File: config.mk
export PLATFORM = sky130hd
export DESIGN_NAME = pa_pmp_resp_ctrl
export DESIGN_NICKNAME = d
export VERILOG_FILES = /design/src/rtl/pa_pmp_resp_ctrl_pkg.sv /design/src/rtl/pa_pmp_resp_chan.sv /design/src/rtl/pa_pmp_resp_ctrl.sv
export SDC_FILE = /design/constraint.sdc
export NUM_CORES = 1
export LEC_CHECK = 0
export CORE_MARGIN = 3
export CORE_UTILIZATION = 39
export DETAILED_ROUTE_END_ITERATION = 10
export GPL_TIMING_DRIVEN = 0
export PLACE_DENSITY = 0.92
export SETUP_SLACK_MARGIN = 0.02
export SLEW_MARGIN = 20
export SYNTH_ARGS = -nofsm -noshare
export SYNTH_HDL_FRONTEND = slang
export SYNTH_SLANG_ARGS = --single-unit
File: constraint.sdc
create_clock -name forever_cpuclk -period 2.8 [get_ports forever_cpuclk]
set_input_delay 0.28 -clock forever_cpuclk [delete_from_list [all_inputs] [get_ports forever_cpuclk]]
set_output_delay 0.28 -clock forever_cpuclk [all_outputs]
set_load 0.005 [all_outputs]
File: src/rtl/pa_pmp_resp_ctrl_pkg.sv
// rtl/pa_pmp_resp_ctrl_pkg.sv - shared constants and fault source encodings for the PMP response block
package pa_pmp_resp_ctrl_pkg;

    localparam int PMP_REGION_NUM = 8;
    localparam int PMP_IDX_W      = 3;

    typedef enum logic [1:0] {
        FSRC_NONE = 2'b00,
        FSRC_IFU  = 2'b01,
        FSRC_LD   = 2'b10,
        FSRC_ST   = 2'b11
    } pmp_fsrc_e;

endpackage

File: src/rtl/pa_pmp_resp_chan.sv
// rtl/pa_pmp_resp_chan.sv - per-channel PMP priority resolve, response register and handshake
module pa_pmp_resp_chan
    import pa_pmp_resp_ctrl_pkg::*;
#(
    parameter int ADDR_WIDTH = 32,
    parameter int REGION_NUM = PMP_REGION_NUM,
    parameter bit IS_LSU     = 1'b0
) (
    input  logic                  clk,
    input  logic                  rst,
    input  logic                  req_vld,
    output logic                  req_rdy,
    input  logic [ADDR_WIDTH-1:0] req_addr,
    input  logic                  req_is_st,
    input  logic [REGION_NUM-1:0] region_hit,
    input  logic [REGION_NUM-1:0] deny_region,
    input  logic                  no_hit_deny,
    output logic                  rsp_vld,
    input  logic                  rsp_rdy,
    output logic                  rsp_deny,
    output logic [PMP_IDX_W-1:0]  rsp_region,
    output logic                  rsp_hit,
    output logic                  cap_vld,
    output logic [1:0]            cap_src,
    output logic [ADDR_WIDTH-1:0] cap_addr,
    output logic [PMP_IDX_W-1:0]  cap_region,
    output logic                  cap_nohit
);

    logic [PMP_IDX_W-1:0] win_idx;
    logic                 win_deny;
    logic                 any_hit;
    logic                 deny_c;
    logic                 accept;

    // Scan downward so the lowest-index hit is the last one written.
    always_comb begin
        win_idx  = '0;
        win_deny = 1'b0;
        for (int i = REGION_NUM - 1; i >= 0; i--) begin
            if (region_hit[i]) begin
                win_idx  = PMP_IDX_W'(i);
                win_deny = deny_region[i];
            end
        end
    end

    assign any_hit = |region_hit;
    assign deny_c  = any_hit ? win_deny : no_hit_deny;
    assign req_rdy = !rsp_vld || rsp_rdy;
    assign accept  = req_vld && req_rdy;

    assign cap_vld    = accept && deny_c;
    assign cap_addr   = req_addr;
    assign cap_region = win_idx;
    assign cap_nohit  = !any_hit;
    assign cap_src    = !IS_LSU ? FSRC_IFU : (req_is_st ? FSRC_ST : FSRC_LD);

    always_ff @(posedge clk) begin
        if (rst) begin
            rsp_vld    <= 1'b0;
            rsp_deny   <= 1'b0;
            rsp_region <= '0;
            rsp_hit    <= 1'b0;
        end else if (accept) begin
            rsp_vld    <= 1'b1;
            rsp_deny   <= deny_c;
            rsp_region <= win_idx;
            rsp_hit    <= any_hit;
        end else if (rsp_rdy) begin
            rsp_vld    <= 1'b0;
        end
    end

endmodule

File: src/rtl/pa_pmp_resp_ctrl.sv
// rtl/pa_pmp_resp_ctrl.sv - IFU/LSU PMP response control with sticky fault record; PMP_FAULT_CNT_EN adds fault_cnt
module pa_pmp_resp_ctrl
    import pa_pmp_resp_ctrl_pkg::*;
#(
    parameter int ADDR_WIDTH = 32,
    parameter int REGION_NUM = PMP_REGION_NUM
`ifdef PMP_FAULT_CNT_EN
    ,
    parameter int CNT_WIDTH  = 16
`endif
) (
    input  logic                  forever_cpuclk,
    input  logic                  cpurst,
    input  logic                  ifu_pmp_req_vld,
    output logic                  ifu_pmp_req_rdy,
    input  logic [ADDR_WIDTH-1:0] ifu_pmp_req_addr,
    input  logic [REGION_NUM-1:0] ifu_region_hit,
    input  logic [REGION_NUM-1:0] ifu_access_deny_region,
    input  logic                  ifu_access_no_hit_deny,
    output logic                  ifu_pmp_rsp_vld,
    input  logic                  ifu_pmp_rsp_rdy,
    output logic                  ifu_pmp_rsp_deny,
    output logic [2:0]            ifu_pmp_rsp_region,
    output logic                  ifu_pmp_rsp_hit,
    input  logic                  lsu_pmp_req_vld,
    output logic                  lsu_pmp_req_rdy,
    input  logic [ADDR_WIDTH-1:0] lsu_pmp_req_addr,
    input  logic [REGION_NUM-1:0] lsu_region_hit,
    input  logic [REGION_NUM-1:0] lsu_access_deny_region,
    input  logic                  lsu_access_no_hit_deny,
    input  logic                  lsu_pmp_is_st,
    output logic                  lsu_pmp_rsp_vld,
    input  logic                  lsu_pmp_rsp_rdy,
    output logic                  lsu_pmp_rsp_deny,
    output logic [2:0]            lsu_pmp_rsp_region,
    output logic                  lsu_pmp_rsp_hit,
    input  logic                  fault_clr,
    output logic                  fault_vld,
    output logic [1:0]            fault_src,
    output logic [ADDR_WIDTH-1:0] fault_addr,
    output logic [2:0]            fault_region,
    output logic                  fault_nohit,
`ifdef PMP_FAULT_CNT_EN
    output logic [CNT_WIDTH-1:0]  fault_cnt,
`endif
    output logic                  fault_ovf
);

    logic                  ifu_cap, lsu_cap;
    logic [1:0]            ifu_cap_src, lsu_cap_src;
    logic [ADDR_WIDTH-1:0] ifu_cap_addr, lsu_cap_addr;
    logic [2:0]            ifu_cap_region, lsu_cap_region;
    logic                  ifu_cap_nohit, lsu_cap_nohit;

    pa_pmp_resp_chan #(
        .ADDR_WIDTH (ADDR_WIDTH),
        .REGION_NUM (REGION_NUM),
        .IS_LSU     (1'b0)
    ) u_ifu_chan (
        .clk         (forever_cpuclk),
        .rst         (cpurst),
        .req_vld     (ifu_pmp_req_vld),
        .req_rdy     (ifu_pmp_req_rdy),
        .req_addr    (ifu_pmp_req_addr),
        .req_is_st   (1'b0),
        .region_hit  (ifu_region_hit),
        .deny_region (ifu_access_deny_region),
        .no_hit_deny (ifu_access_no_hit_deny),
        .rsp_vld     (ifu_pmp_rsp_vld),
        .rsp_rdy     (ifu_pmp_rsp_rdy),
        .rsp_deny    (ifu_pmp_rsp_deny),
        .rsp_region  (ifu_pmp_rsp_region),
        .rsp_hit     (ifu_pmp_rsp_hit),
        .cap_vld     (ifu_cap),
        .cap_src     (ifu_cap_src),
        .cap_addr    (ifu_cap_addr),
        .cap_region  (ifu_cap_region),
        .cap_nohit   (ifu_cap_nohit)
    );

    pa_pmp_resp_chan #(
        .ADDR_WIDTH (ADDR_WIDTH),
        .REGION_NUM (REGION_NUM),
        .IS_LSU     (1'b1)
    ) u_lsu_chan (
        .clk         (forever_cpuclk),
        .rst         (cpurst),
        .req_vld     (lsu_pmp_req_vld),
        .req_rdy     (lsu_pmp_req_rdy),
        .req_addr    (lsu_pmp_req_addr),
        .req_is_st   (lsu_pmp_is_st),
        .region_hit  (lsu_region_hit),
        .deny_region (lsu_access_deny_region),
        .no_hit_deny (lsu_access_no_hit_deny),
        .rsp_vld     (lsu_pmp_rsp_vld),
        .rsp_rdy     (lsu_pmp_rsp_rdy),
        .rsp_deny    (lsu_pmp_rsp_deny),
        .rsp_region  (lsu_pmp_rsp_region),
        .rsp_hit     (lsu_pmp_rsp_hit),
        .cap_vld     (lsu_cap),
        .cap_src     (lsu_cap_src),
        .cap_addr    (lsu_cap_addr),
        .cap_region  (lsu_cap_region),
        .cap_nohit   (lsu_cap_nohit)
    );

    // A clear in the same cycle as a new deny lets the deny land in an empty record.
    always_ff @(posedge forever_cpuclk) begin
        if (cpurst) begin
            fault_vld    <= 1'b0;
            fault_src    <= FSRC_NONE;
            fault_addr   <= '0;
            fault_region <= '0;
            fault_nohit  <= 1'b0;
            fault_ovf    <= 1'b0;
        end else if (ifu_cap || lsu_cap) begin
            if (!fault_vld || fault_clr) begin
                fault_vld <= 1'b1;
                fault_ovf <= ifu_cap && lsu_cap;
                if (lsu_cap) begin
                    fault_src    <= lsu_cap_src;
                    fault_addr   <= lsu_cap_addr;
                    fault_region <= lsu_cap_region;
                    fault_nohit  <= lsu_cap_nohit;
                end else begin
                    fault_src    <= ifu_cap_src;
                    fault_addr   <= ifu_cap_addr;
                    fault_region <= ifu_cap_region;
                    fault_nohit  <= ifu_cap_nohit;
                end
            end else begin
                fault_ovf <= 1'b1;
            end
        end else if (fault_clr) begin
            fault_vld <= 1'b0;
            fault_ovf <= 1'b0;
        end
    end

`ifdef PMP_FAULT_CNT_EN
    logic [CNT_WIDTH:0] cnt_sum;

    assign cnt_sum = {1'b0, fault_cnt}
                   + {{CNT_WIDTH{1'b0}}, ifu_cap}
                   + {{CNT_WIDTH{1'b0}}, lsu_cap};

    always_ff @(posedge forever_cpuclk) begin
        if (cpurst) begin
            fault_cnt <= '0;
        end else if (cnt_sum[CNT_WIDTH]) begin
            fault_cnt <= '1;
        end else begin
            fault_cnt <= cnt_sum[CNT_WIDTH-1:0];
        end
    end
`endif

endmodule

# Word level (Yosys, flattened, before mapping)
# Index checks and enable logic that the tools add are counted.
[classes]
n_eq_ne = 1
mux = 48
reduce_logical = 21
[ops]
columns = ["operator", "n"]
rows = [
  ["2-to-1 mux 3 bit", 17],
  ["2-to-1 mux 32 bit", 1],
  ["2-to-1 mux 1 bit", 29],
  ["OR reduction 8 bit", 2],
  ["nonzero test 2 bit", 3],
  ["logical AND 1 bit", 5],
  ["logical NOT 1 bit", 5],
  ["logical OR 1 bit", 4],
  ["AND reduction 2 bit", 2],
  ["2-to-1 mux 2 bit", 1],
  ["inequality test 2 x 1 -> 1 bit (second input constant)", 1],
]
[totals]
register_bits = 52
output_inout_bits = 54

# Longest topological paths before layout
[logic_depth]
word_depth = 13
mapped_depth = 8

# Modules after synthesis
# From an unflattened synthesis, not the netlist that was laid out.
[hier_totals]
hier_cells = 358
area_unflattened_um2 = 3225.6
[by_module_without_submodules]
columns = ["module", "n_inst", "cells_per_inst", "area_per_inst_um2"]
rows = [
  ["pa_pmp_resp_ctrl", 1, 185, 1925.6],
  ["pa_pmp_resp_chan (u_ifu_chan)", 1, 87, 651.9],
  ["pa_pmp_resp_chan (u_lsu_chan)", 1, 86, 648.1],
]

# Worst setup path after synthesis
# No wires, ideal clock.
[synth_path]
path_kind = "input-to-reg"
from = "input port lsu_region_hit[5]"
to = "register fault_region[2]"
arrival_time_ns = 2.173
t_required_ns = 2.705
slack_ns = 0.532
path_stages = 7
path_cell_list = "or4_1 o21ai_0 nor3_1 nor2_1 buf_2 mux2_2 a221oi_1"
[synth_between]
elab_chain_cells = 10
elab_cells_between_ends = 18
cone_classes = "mux: 14; reduce/logical: 4"
[synth_rtl]
columns = ["item", "line_no", "rtl"]
rows = [
  ["start, declared", "pa_pmp_resp_ctrl.sv:28", "input logic [REGION_NUM-1:0] lsu_region_hit,"],
  ["2-to-1 mux 1 bit (6 in a row)", "pa_pmp_resp_chan.sv:41", "if (region_hit[i]) begin"],
  ["2-to-1 mux 1 bit", "pa_pmp_resp_chan.sv:49", "assign deny_c = any_hit ? win_deny : no_hit_deny;"],
  ["logical AND 1 bit", "pa_pmp_resp_chan.sv:53", "assign cap_vld = accept && deny_c;"],
  ["logical OR 1 bit", "pa_pmp_resp_ctrl.sv:116", "end else if (ifu_cap || lsu_cap) begin"],
  ["AND reduction 2 bit (no line)", "--", ""],
  ["end signal, assigned", "pa_pmp_resp_ctrl.sv:123", "fault_region <= lsu_cap_region;"],
  ["end signal, assigned", "pa_pmp_resp_ctrl.sv:128", "fault_region <= ifu_cap_region;"],
  ["end, declared", "pa_pmp_resp_ctrl.sv:41", "output logic [2:0] fault_region,"],
]
# Parallel ways exist; a longest one is shown, timed or not.
# A chain may end at the register's enable or synchronous reset.

# Final worst setup path
[layout_path]
from = "input port lsu_region_hit[5]"
to = "register fault_region[1]"
# Same word-level chain as after synthesis.

==> impl_metrics.sql <==
INSERT INTO impl_metrics (metric_group, metric, value, unit) VALUES
('run_status', 'run_status', 'completed', ''),
('setup_path', 'cp.arrival', '2.89', 'ns'),
('floorplanning', 'rows', '30', ''),
('placed_design', 'post-dp-hpwl', '7.147', 'mm'),
('logic_synthesis', 'syn_avg_cell_area', '9.641', 'um^2'),
('finish', 'post_route_cells_drive_above_1_share', '12.88', '%'),
('setup_path', 'required', '3.02', 'ns'),
('timing', 'worstMarginPinSlew', '0.7478', 'ns'),
('logic_synthesis', 'yosysSeqAreaShare', '36.98', '%'),
('timing', 'finalCritPeriodShare', '95.10', '%'),
('power_and_ir_drop', 'total_power', '2.006', 'mW'),
('global_routing', 'track_usage', '20.93', '%'),
('setup_path', 'worst-setup-path-type', 'input pin to flip-flop', ''),
('finish', 'layout_commonest_cell', 'sky130_fd_sc_hd__clkdlybuf4s50_1', ''),
('global_routing', 'grt_start_max_net_pins', '18', ''),
('logic_synthesis', 'synth-seq-cells', '52', ''),
('setup_path', 'regToRegEndpoint', 'fault_region[1]', ''),
('floorplanning', 'initial_core_util', '40.76', '%'),
('clock_network', 'clkSinkCount', '52', ''),
('setup_path', 'crit_fanout', '10', ''),
('setup_path', 'setup.worst_path.start_class', 'input pin', ''),
('logic_synthesis', 'mappedNetlistNets', '398', ''),
('global_routing', 'number_of_global_route_vias_before_repair', '3024', ''),
('setup_path', 'r2r.worst_path.cells', '7', ''),
('clock_network', 'htree_num_levels', '2', ''),
('drt', 'drt_first_pass_iters', '4', ''),
('timing', 'final-max-slew-violation-count', '0', ''),
('clock_network', 'worst_skew_pair.late_latency', '0.30', 'ns'),
('logic_synthesis', 'post_synth_inst_count', '292', ''),
('global_routing', 'antenna_found_initial', '0', ''),
('finish', 'antennaDiodeCount', '0', ''),
('timing', 'fin_worst_skew', '0.01265', 'ns'),
('min_path', 'worst_hold_startpoint', 'cpurst', ''),
('floorplanning', 'dieArea', '8274', 'um^2'),
('timing', 'timing.max_slew.rel_slack', '50.15', '%'),
('setup_path', 'worstPathBufferInverterCount', '2', ''),
('timing', 'finalCriticalPeriod', '2.663', 'ns'),
('logic_synthesis', 'synth_cell_type_count', '38', ''),
('timing', 'timing.hold.ws', '0.3833', 'ns'),
('global_routing', 'grt_pass1_wl', '14.26', 'mm'),
('clock_network', 'postCtsSetupRepairBufs', '0', ''),
('timing', 'fin_setup_tns', '0', 'ns'),
('setup_path', 'timing.reg2reg.setup_slack', '0.50', 'ns'),
('finish', 'area.growth.synth_to_final', '64.27', '%'),
('logic_synthesis', 'ys_warns', '0', ''),
('timing', 'rsz_0062_raised_after_global_routing', 'yes', ''),
('min_path', 'hold_path.class', 'input pin to flip-flop', ''),
('drt', 'route.antenna.remaining_nets', '0', ''),
('global_routing', 'met3_usage', '6.214', '%'),
('drt', 'totalWireLength', '8.957', 'mm'),
('floorplanning', 'floorplan.core_area', '6907', 'um^2'),
('global_routing', 'use_met2', '37.46', '%'),
('timing', 'final-hold-violation-count', '0', ''),
('timing', 'finalSetupViolations', '0', ''),
('power_and_ir_drop', 'irDropWorstVdd', '288.3', 'uV'),
('drt', 'viasPerCell', '5.240', ''),
('drt', 'drcViolationCount', '0', ''),
('global_routing', 'grt_use_met1', '23.71', '%'),
('timing', 'fmax', '375.6', 'MHz'),
('setup_path', 'path_cells', 'clkdlybuf4s50_1 -> or4_1 -> o21ai_0 -> nor3_1 -> nor2_1 -> clkbuf_4 -> mux2_2 -> a221oi_2', ''),
('logic_synthesis', 'post_synth_instance_area', '2815', 'um^2'),
('finish', 'mostFrequentLayoutCells', '158 x sky130_fd_sc_hd__clkdlybuf4s50_1, 62 x sky130_fd_sc_hd__nor2_1, 52 x sky130_fd_sc_hd__dfxtp_1', ''),
('clock_network', 'tritoncts', 'yes', ''),
('floorplanning', 'dieWidth', '90.96', 'um'),
('floorplanning', 'top_level_ports', '160', ''),
('clock_network', 'tritoncts.num_buffers', '5', ''),
('placed_design', 'replace_congestion', '0.8316', ''),
('logic_synthesis', 'synth_flop_cell', 'sky130_fd_sc_hd__dfxtp_1', ''),
('drt', 'detailedRoute.firstIterationViolations', '55', ''),
('clock_network', 'clk_root_buffer_cell', 'sky130_fd_sc_hd__clkbuf_8', ''),
('setup_path', 'critical-path-top-delay-family', 'simple AND/OR/NAND/NOR gates', '');
==> tightest hold or removal path: cells and delay by family <==
| kind | cells | cell delay [ns] |
|---|---|---|
| compound gates | 1 | 0.16 |
| buf+inv | 2 | 0.22 |
==> worst max path at each step <==
stage / start / end / slack, ns / depth (start not counted)
3_5_place_dp: lsu_region_hit[5] / fault_region[1] / -0.26 / 8
2_1_floorplan: lsu_region_hit[5] / fault_region[2] / 0.53 / 7
5_1_grt: lsu_region_hit[5] / fault_addr[11] / -0.01 / 8
3_3_place_gp: lsu_region_hit[5] / fault_region[2] / -0.23 / 8
4_1_cts: lsu_region_hit[5] / fault_region[1] / 0.06 / 8
6_report: lsu_region_hit[5] / fault_region[1] / 0.14 / 8
==> synthesized netlist by cell type (2+ instances only) <==
master	number	area share, %
sky130_fd_sc_hd__buf_6	4	1.6
sky130_fd_sc_hd__nor3b_1	2	0.53
sky130_fd_sc_hd__a221oi_1	9	2.8
sky130_fd_sc_hd__nand3_1	2	0.36
sky130_fd_sc_hd__nor2b_1	2	0.44
sky130_fd_sc_hd__nand3b_1	2	0.53
sky130_fd_sc_hd__nand2b_1	5	1.1
sky130_fd_sc_hd__nor3_1	5	0.89
sky130_fd_sc_hd__nand2_1	9	1.2
sky130_fd_sc_hd__buf_12	3	2.1
sky130_fd_sc_hd__a221oi_2	29	15
sky130_fd_sc_hd__clkbuf_1	9	1.2
sky130_fd_sc_hd__or4_1	2	0.53
sky130_fd_sc_hd__o31ai_1	2	0.53
sky130_fd_sc_hd__inv_1	11	1.5
sky130_fd_sc_hd__dfxtp_1	52	37
sky130_fd_sc_hd__o21ai_0	3	0.53
sky130_fd_sc_hd__o21bai_1	2	0.53
sky130_fd_sc_hd__buf_2	4	0.71
sky130_fd_sc_hd__mux2i_1	36	13
sky130_fd_sc_hd__or4_4	3	1.2
sky130_fd_sc_hd__nor2_1	62	8.3
sky130_fd_sc_hd__a21oi_1	17	3.0
sky130_fd_sc_hd__mux2_2	2	0.80
sky130_fd_sc_hd__a21o_1	2	0.53
==> routing by layer <==
| layer | vias up | routed length, um |
|---|---|---|
| met2 | 128 | 4497 |
| met5 | - | 0 |
| met3 | 17 | 700 |
| met1 | 1346 | 3557 |
| li1 | 1412 | - |
| met4 | 0 | 201 |
==> report_power, final <==
part	leakage (nW)	total [mW]	switching [mW]	internal, mW
Clock	0.0445	0.436	0.258	0.178
Sequential	0.429	0.857	0.0403	0.817
Combinational	1.21	0.712	0.296	0.416
Total	1.68	2.01	0.595	1.41
==> stage by stage <==
stage	cell area (um^2)	worst slack [ns]	cells	util, %
floorplan	2815	0.5321	292	-
global placement	4517	-0.2258	546	65.40
detailed placement	4517	-0.2585	546	65.40
CTS	4607	0.06112	554	66.70
global route	4624	-0.01314	554	66.96
finish	4624	0.1373	554	66.96
==> registers in the layout, indices dropped and copies added, names as in the netlist, 2 cells and up <==
signal / cells
fault_src: 2
fault_region: 3
fault_addr: 32
u_lsu_chan.rsp_region: 3
u_ifu_chan.rsp_region: 3
==> cell type report <==
type                            instances  area (um^2)  area share, %
Buffer                                 20        163.9          3.544
Clock buffer                            5        68.82          1.488
Timing Repair Buffer                  158         1582          34.20
Sequential cell                        52         1041          22.51
Tap cell                               96        120.1          2.597
Inverter                               11        41.29         0.8929
Multi-Input combinational cell        209         1587          34.31
Clock inverter                          3        21.27         0.4600
==> cells by family (layout without fill, tap and decap cells) <==
| logic type | after synthesis | count (layout) | share of synthesized area [%] |
|---|---|---|---|
| AND/OR/NAND/NOR | 97 | 97 | 15.78 |
| multiplexers | 38 | 38 | 13.60 |
| AO/OA/AOI/OAI | 74 | 74 | 26.53 |
| buffers and inverters | 31 | 197 | 7.111 |
| flip-flops | 52 | 52 | 36.98 |
==> timing repair <==
action                     4_1_cts  5_1_grt
gates resized for setup          0        7
setup endpoints to repair        0       30
hold endpoints to repair         0        0
hold buffers                     0        0
No activity file was read; power rests on OpenSTA's default activity.
==> RTL edit 1, RTL diff (config.mk and constraints unchanged) <==
The parameter `IS_LSU` goes from 1'b1 to 1'b0.
--- a/src/rtl/pa_pmp_resp_ctrl.sv
+++ b/src/rtl/pa_pmp_resp_ctrl.sv
@@ -83,3 +83,3 @@
         .REGION_NUM (REGION_NUM),
-        .IS_LSU     (1'b1)
+        .IS_LSU     (1'b0)
     ) u_lsu_chan (
Check against the original RTL: not equivalent (a bounded check fails within 4 cycles, from zero or initial values and one cycle with cpurst high).
==> RTL edit 1 against the unedited design <==
- setup slack improved by 0.16 ns
- final area decreased by 0.65%
- register-to-register slack improved by 0.20 ns
- largest cell class unchanged
- area after synthesis about the same
- sequential cell count decreased by 1
- wire length increased by 2.4%
- total power decreased by 0.37%
- synthesized cell count increased by 0.34%
==> RTL edit 1: results (changes against the unedited design) <==
placed_design:
  dp.cells: 545  # -0.18%
  io_buffers: 156  # -1.3%
  place.gp.congestion: 0.836  # +0.47%
  place_ws_ns: -0.000972  # +0.258 ns
  place_hpwl_mm: 7.26  # +1.6%
sta:
  max-slew-margin-rel_pct: 50.4  # +0.21 points
  hold-worst-slack_ns: 0.293  # -0.0902 ns
  skew_ns: 0.00748  # -0.00517 ns
synth:
  synth_compound_area_share_pct: 28.2  # +1.7 points
  netlist_instances: 293  # +0.34%
  syn_nets: 399  # +0.25%
  synthTopCellsByArea: "dfxtp_1 36%, a221oi_2 17%, mux2i_1 12%"
  ys_types: 44  # +16%
  synth-seq-area-share_pct: 36.2  # -0.74 points
routing:
  drt_iter0_drc: 101  # +84%
  vias: 2909  # +0.21%
  via_per_inst: 5.26  # +0.39%
  wl_per_cell_um: 16.6  # +2.6%
worst_hold_path:
  min_path_cells: 2  # -1
final_layout:
  utilization_pct: 66.5  # -0.43 points
  drive_gt1_share_pct: 14.4  # +1.6 points
  fillers: 572  # -1.0%
status:
  status: "completed"
power:
  ir_drop_v: 0.000235  # -18%
  swShare_pct: 29.4  # -0.22 points
grt:
  track_usage_pct: 21.6  # +0.66 points
  grt_pass1_vias: 3061  # +1.2%
setup_path:
  slowest_stage: "or4_4"
  critical_path_arrival_ns: 2.72  # -0.17 ns
-- RTL edit 1: cell types whose count changed in the layout (fill, tap and decap cells not counted), moves of 4 or more --
cell	change
buf_4	+5
nor4_1	+4
nand2_1	+5
nor2_1	-8
-- RTL edit 1: worst max-delay path by stage --
| stage | startpoint | to | slack [ns] | cells after the start |
|---|---|---|---|---|
| after floorplan | ifu_region_hit[4] | fault_addr[0] | 0.84 | 7 |
| after global placement | lsu_region_hit[5] | fault_addr[31] | 0.1 | 8 |
| after detailed placement | lsu_region_hit[5] | fault_addr[14] | -0.001 | 8 |
| after CTS | lsu_region_hit[5] | fault_addr[14] | 0.32 | 8 |
| after global routing | lsu_region_hit[5] | fault_addr[2] | 0.20 | 8 |
| final | lsu_region_hit[5] | fault_addr[14] | 0.30 | 8 |
-- RTL edit 1: worst max-delay path, delay by kind of cell --
family	cells	cell delay (ns)
compound gates	3	0.54
buf+inv	2	0.72
simple gates	3	1.17
-- RTL edit 1: cell type report --
type / instances / area share [%]
buffer: 20 / 2.70
clock buffer: 7 / 1.88
clock inverter: 1 / 0.191
inverter: 8 / 0.654
multi-input combinational: 214 / 35.8
sequential: 51 / 22.2
tap: 96 / 2.61
timing repair buffer: 156 / 34.0
-- RTL edit 1: routing by layer --
metal,global-route usage [%],share of wire (%)
met1,24.6,40
met2,39.8,52
met3,5.80,6.7
met4,5.03,1.2
met5,0,0
-- RTL edit 1: power by group through the flow --
stage | Combinational [W] | Sequential [W] | Clock, W
after floorplan | 0.000317 | 0.000862 | 0
after global placement | 0.000686 | 0.000856 | 0
after detailed placement | 0.000706 | 0.000859 | 0
after CTS | 0.000710 | 0.000843 | 0.000464
after global routing | 0.000759 | 0.000853 | 0.000486
final | 0.000704 | 0.000844 | 0.000450
==> RTL edit 2, RTL diff (config.mk and constraints unchanged) <==
Without the edit above. Register the output `fault_nohit` once more, with the module's reset; this adds one clock of latency there. The other outputs are not delayed to match.
--- a/src/rtl/pa_pmp_resp_ctrl.sv
+++ b/src/rtl/pa_pmp_resp_ctrl.sv
@@ -47,2 +47,4 @@
 );
+
+    logic fault_nohit_s0;
 
@@ -113,3 +115,3 @@
             fault_region <= '0;
-            fault_nohit  <= 1'b0;
+            fault_nohit_s0 <= 1'b0;
             fault_ovf    <= 1'b0;
@@ -123,3 +125,3 @@
                     fault_region <= lsu_cap_region;
-                    fault_nohit  <= lsu_cap_nohit;
+                    fault_nohit_s0 <= lsu_cap_nohit;
                 end else begin
@@ -128,3 +130,3 @@
                     fault_region <= ifu_cap_region;
-                    fault_nohit  <= ifu_cap_nohit;
+                    fault_nohit_s0 <= ifu_cap_nohit;
                 end
@@ -157,2 +159,10 @@
 
+    always_ff @(posedge forever_cpuclk) begin
+        if (cpurst) begin
+            fault_nohit <= '0;
+        end else begin
+            fault_nohit <= fault_nohit_s0;
+        end
+    end
+
 endmodule
Check against the original RTL: not equivalent (a bounded check fails within 4 cycles, from zero or initial values and one cycle with cpurst high).
==> RTL edit 2 against the unedited design <==
- largest power group unchanged
- die area fell by 4.8%
- area after synthesis fell by 5.1%
- hold slack got worse by 0.054 ns
- wire length rose by 0.75%
- combinational power fell by 9.8%
- setup slack improved by 0.053 ns
- sequential cell count rose by 1
- final area fell by 3.7%
- total power fell by 3.3%
- count of clock-buffer cells in the layout did not move
- critical path type unchanged
- final cell count fell by 2.3%
- critical endpoint is now fault_addr[25]
==> RTL edit 2: results (changes against the unedited design) <==
setup_path:
  critical_path_arrival_ns: 2.77  # -0.12 ns
  critPathLaunch: "ifu_region_hit[4]"
  r2r-end: "fault_addr[7]"
  critPathCapture: "fault_addr[25]"
sta:
  skew_ns: 0.00779  # -0.00486 ns
  max-slew-margin-rel_pct: 62.4  # +12 points
final_layout:
  nNetsFinal: 569  # +1.1%
  fin_cells: 541  # -2.3%
placed_design:
  place.gp.congestion: 0.884  # +6.3%
  dp.cells: 533  # -2.4%
routing:
  drt_iter0_drc: 114  # +110%
  vias: 2959  # +1.9%
power:
  ir_drop_v: 0.000252  # -13%
  leakagePower_nw: 1.81  # +7.7%
  p_int_w: 0.00139  # -1.2%
synth:
  ys_types: 39  # +2.6%
  yosys-top-cells-count: "53 x dfxtp_1, 53 x nor2_1, 36 x a221oi_1, 34 x mux2i_1, 20 x a21oi_1"
  synth-seq-area-share_pct: 39.7  # +2.7 points
  syn_nets: 404  # +1.5%
  synthTopCellsByArea: "dfxtp_1 40%, mux2i_1 13%, a221oi_1 12%"
  syn_area_per_cell_um2: 8.96  # -7.0%
grt:
  grt_pass1_wl_mm: 13.6  # -4.8%
  grt_pass1_vias: 2822  # -6.7%
  track_usage_pct: 21.8  # +0.82 points
status:
  status: "completed"
-- RTL edit 2: power by group through the flow --
stage	logic, W	clock network [W]	registers [W]
2_1_floorplan	0.000253	0	0.000893
3_3_place_gp	0.000620	0	0.000886
3_5_place_dp	0.000639	0	0.000890
4_1_cts	0.000642	0.000441	0.000873
5_1_grt	0.000694	0.000465	0.000882
6_report	0.000642	0.000426	0.000872
-- RTL edit 2: per-layer routing --
metal | part of all wire [%] | routed length (um) | global-route usage (%)
met2 | 52 | 4680 | 39.7
met3 | 7.2 | 647 | 5.31
met5 | 0 | 0 | 0
met4 | 0.75 | 68 | 3.71
met1 | 40 | 3630 | 26.1
-- RTL edit 2: worst min-delay path by stage --
stage | from | endpoint | cells after the start
2_1_floorplan | ifu_pmp_req_vld | u_ifu_chan.rsp_vld | 2
3_3_place_gp | u_ifu_chan.rsp_deny | u_ifu_chan.rsp_deny | 2
3_5_place_dp | u_lsu_chan.rsp_deny | u_lsu_chan.rsp_deny | 2
4_1_cts | cpurst | fault_nohit | 2
5_1_grt | cpurst | fault_nohit | 2
6_report | cpurst | fault_nohit | 2
-- RTL edit 2: cell families (layout without fill, tap and decap cells) --
family	Yosys count	in the layout	synth area share (%)
AO/OA/AOI/OAI	81	81	23.5
buffers and inverters	30	196	5.62
flip-flops	53	53	39.7
multiplexers	37	37	14.3
AND/OR/NAND/NOR	97	97	16.9
-- RTL edit 2: repair_timing --
action                                  in CTS  in global routing
gates resized for setup                      1                  6
setup buffers                                0                  0
endpoints found under the setup margin      25                 28
hold buffers                                 0                  0
-- RTL edit 2: critical path: stages --
cell             delay (ns)
clkdlybuf4s50_1        0.49
or4_1                  0.59
nor3b_1                0.28
or3_1                  0.15
a21o_1                 0.14
buf_2                  0.26
clkbuf_1               0.43
a221oi_1               0.15
-- RTL edit 2: layout make-up --
class	count	area, um2
flip-flops and latches	53	1060
repair buffers	158	1580
well taps	77	96.3
inverters	10	37.5
clock buffers	5	68.8
multi-input cells	215	1470
fillers	527	2040
clock inverters	3	21.3
plain buffers	20	115
-- RTL edit 2: per-stage QoR --
stage / setup slack, ns / hold WS [ns] / utilization [%]
4_1_cts: 0.0946 / 0.332 / 68.4
2_1_floorplan: 0.676 / 0.409 / -
3_5_place_dp: -0.335 / 0.461 / 67.0
6_report: 0.191 / 0.330 / 68.6
5_1_grt: 0.0589 / 0.351 / 68.6
3_3_place_gp: -0.211 / 0.443 / 67.0
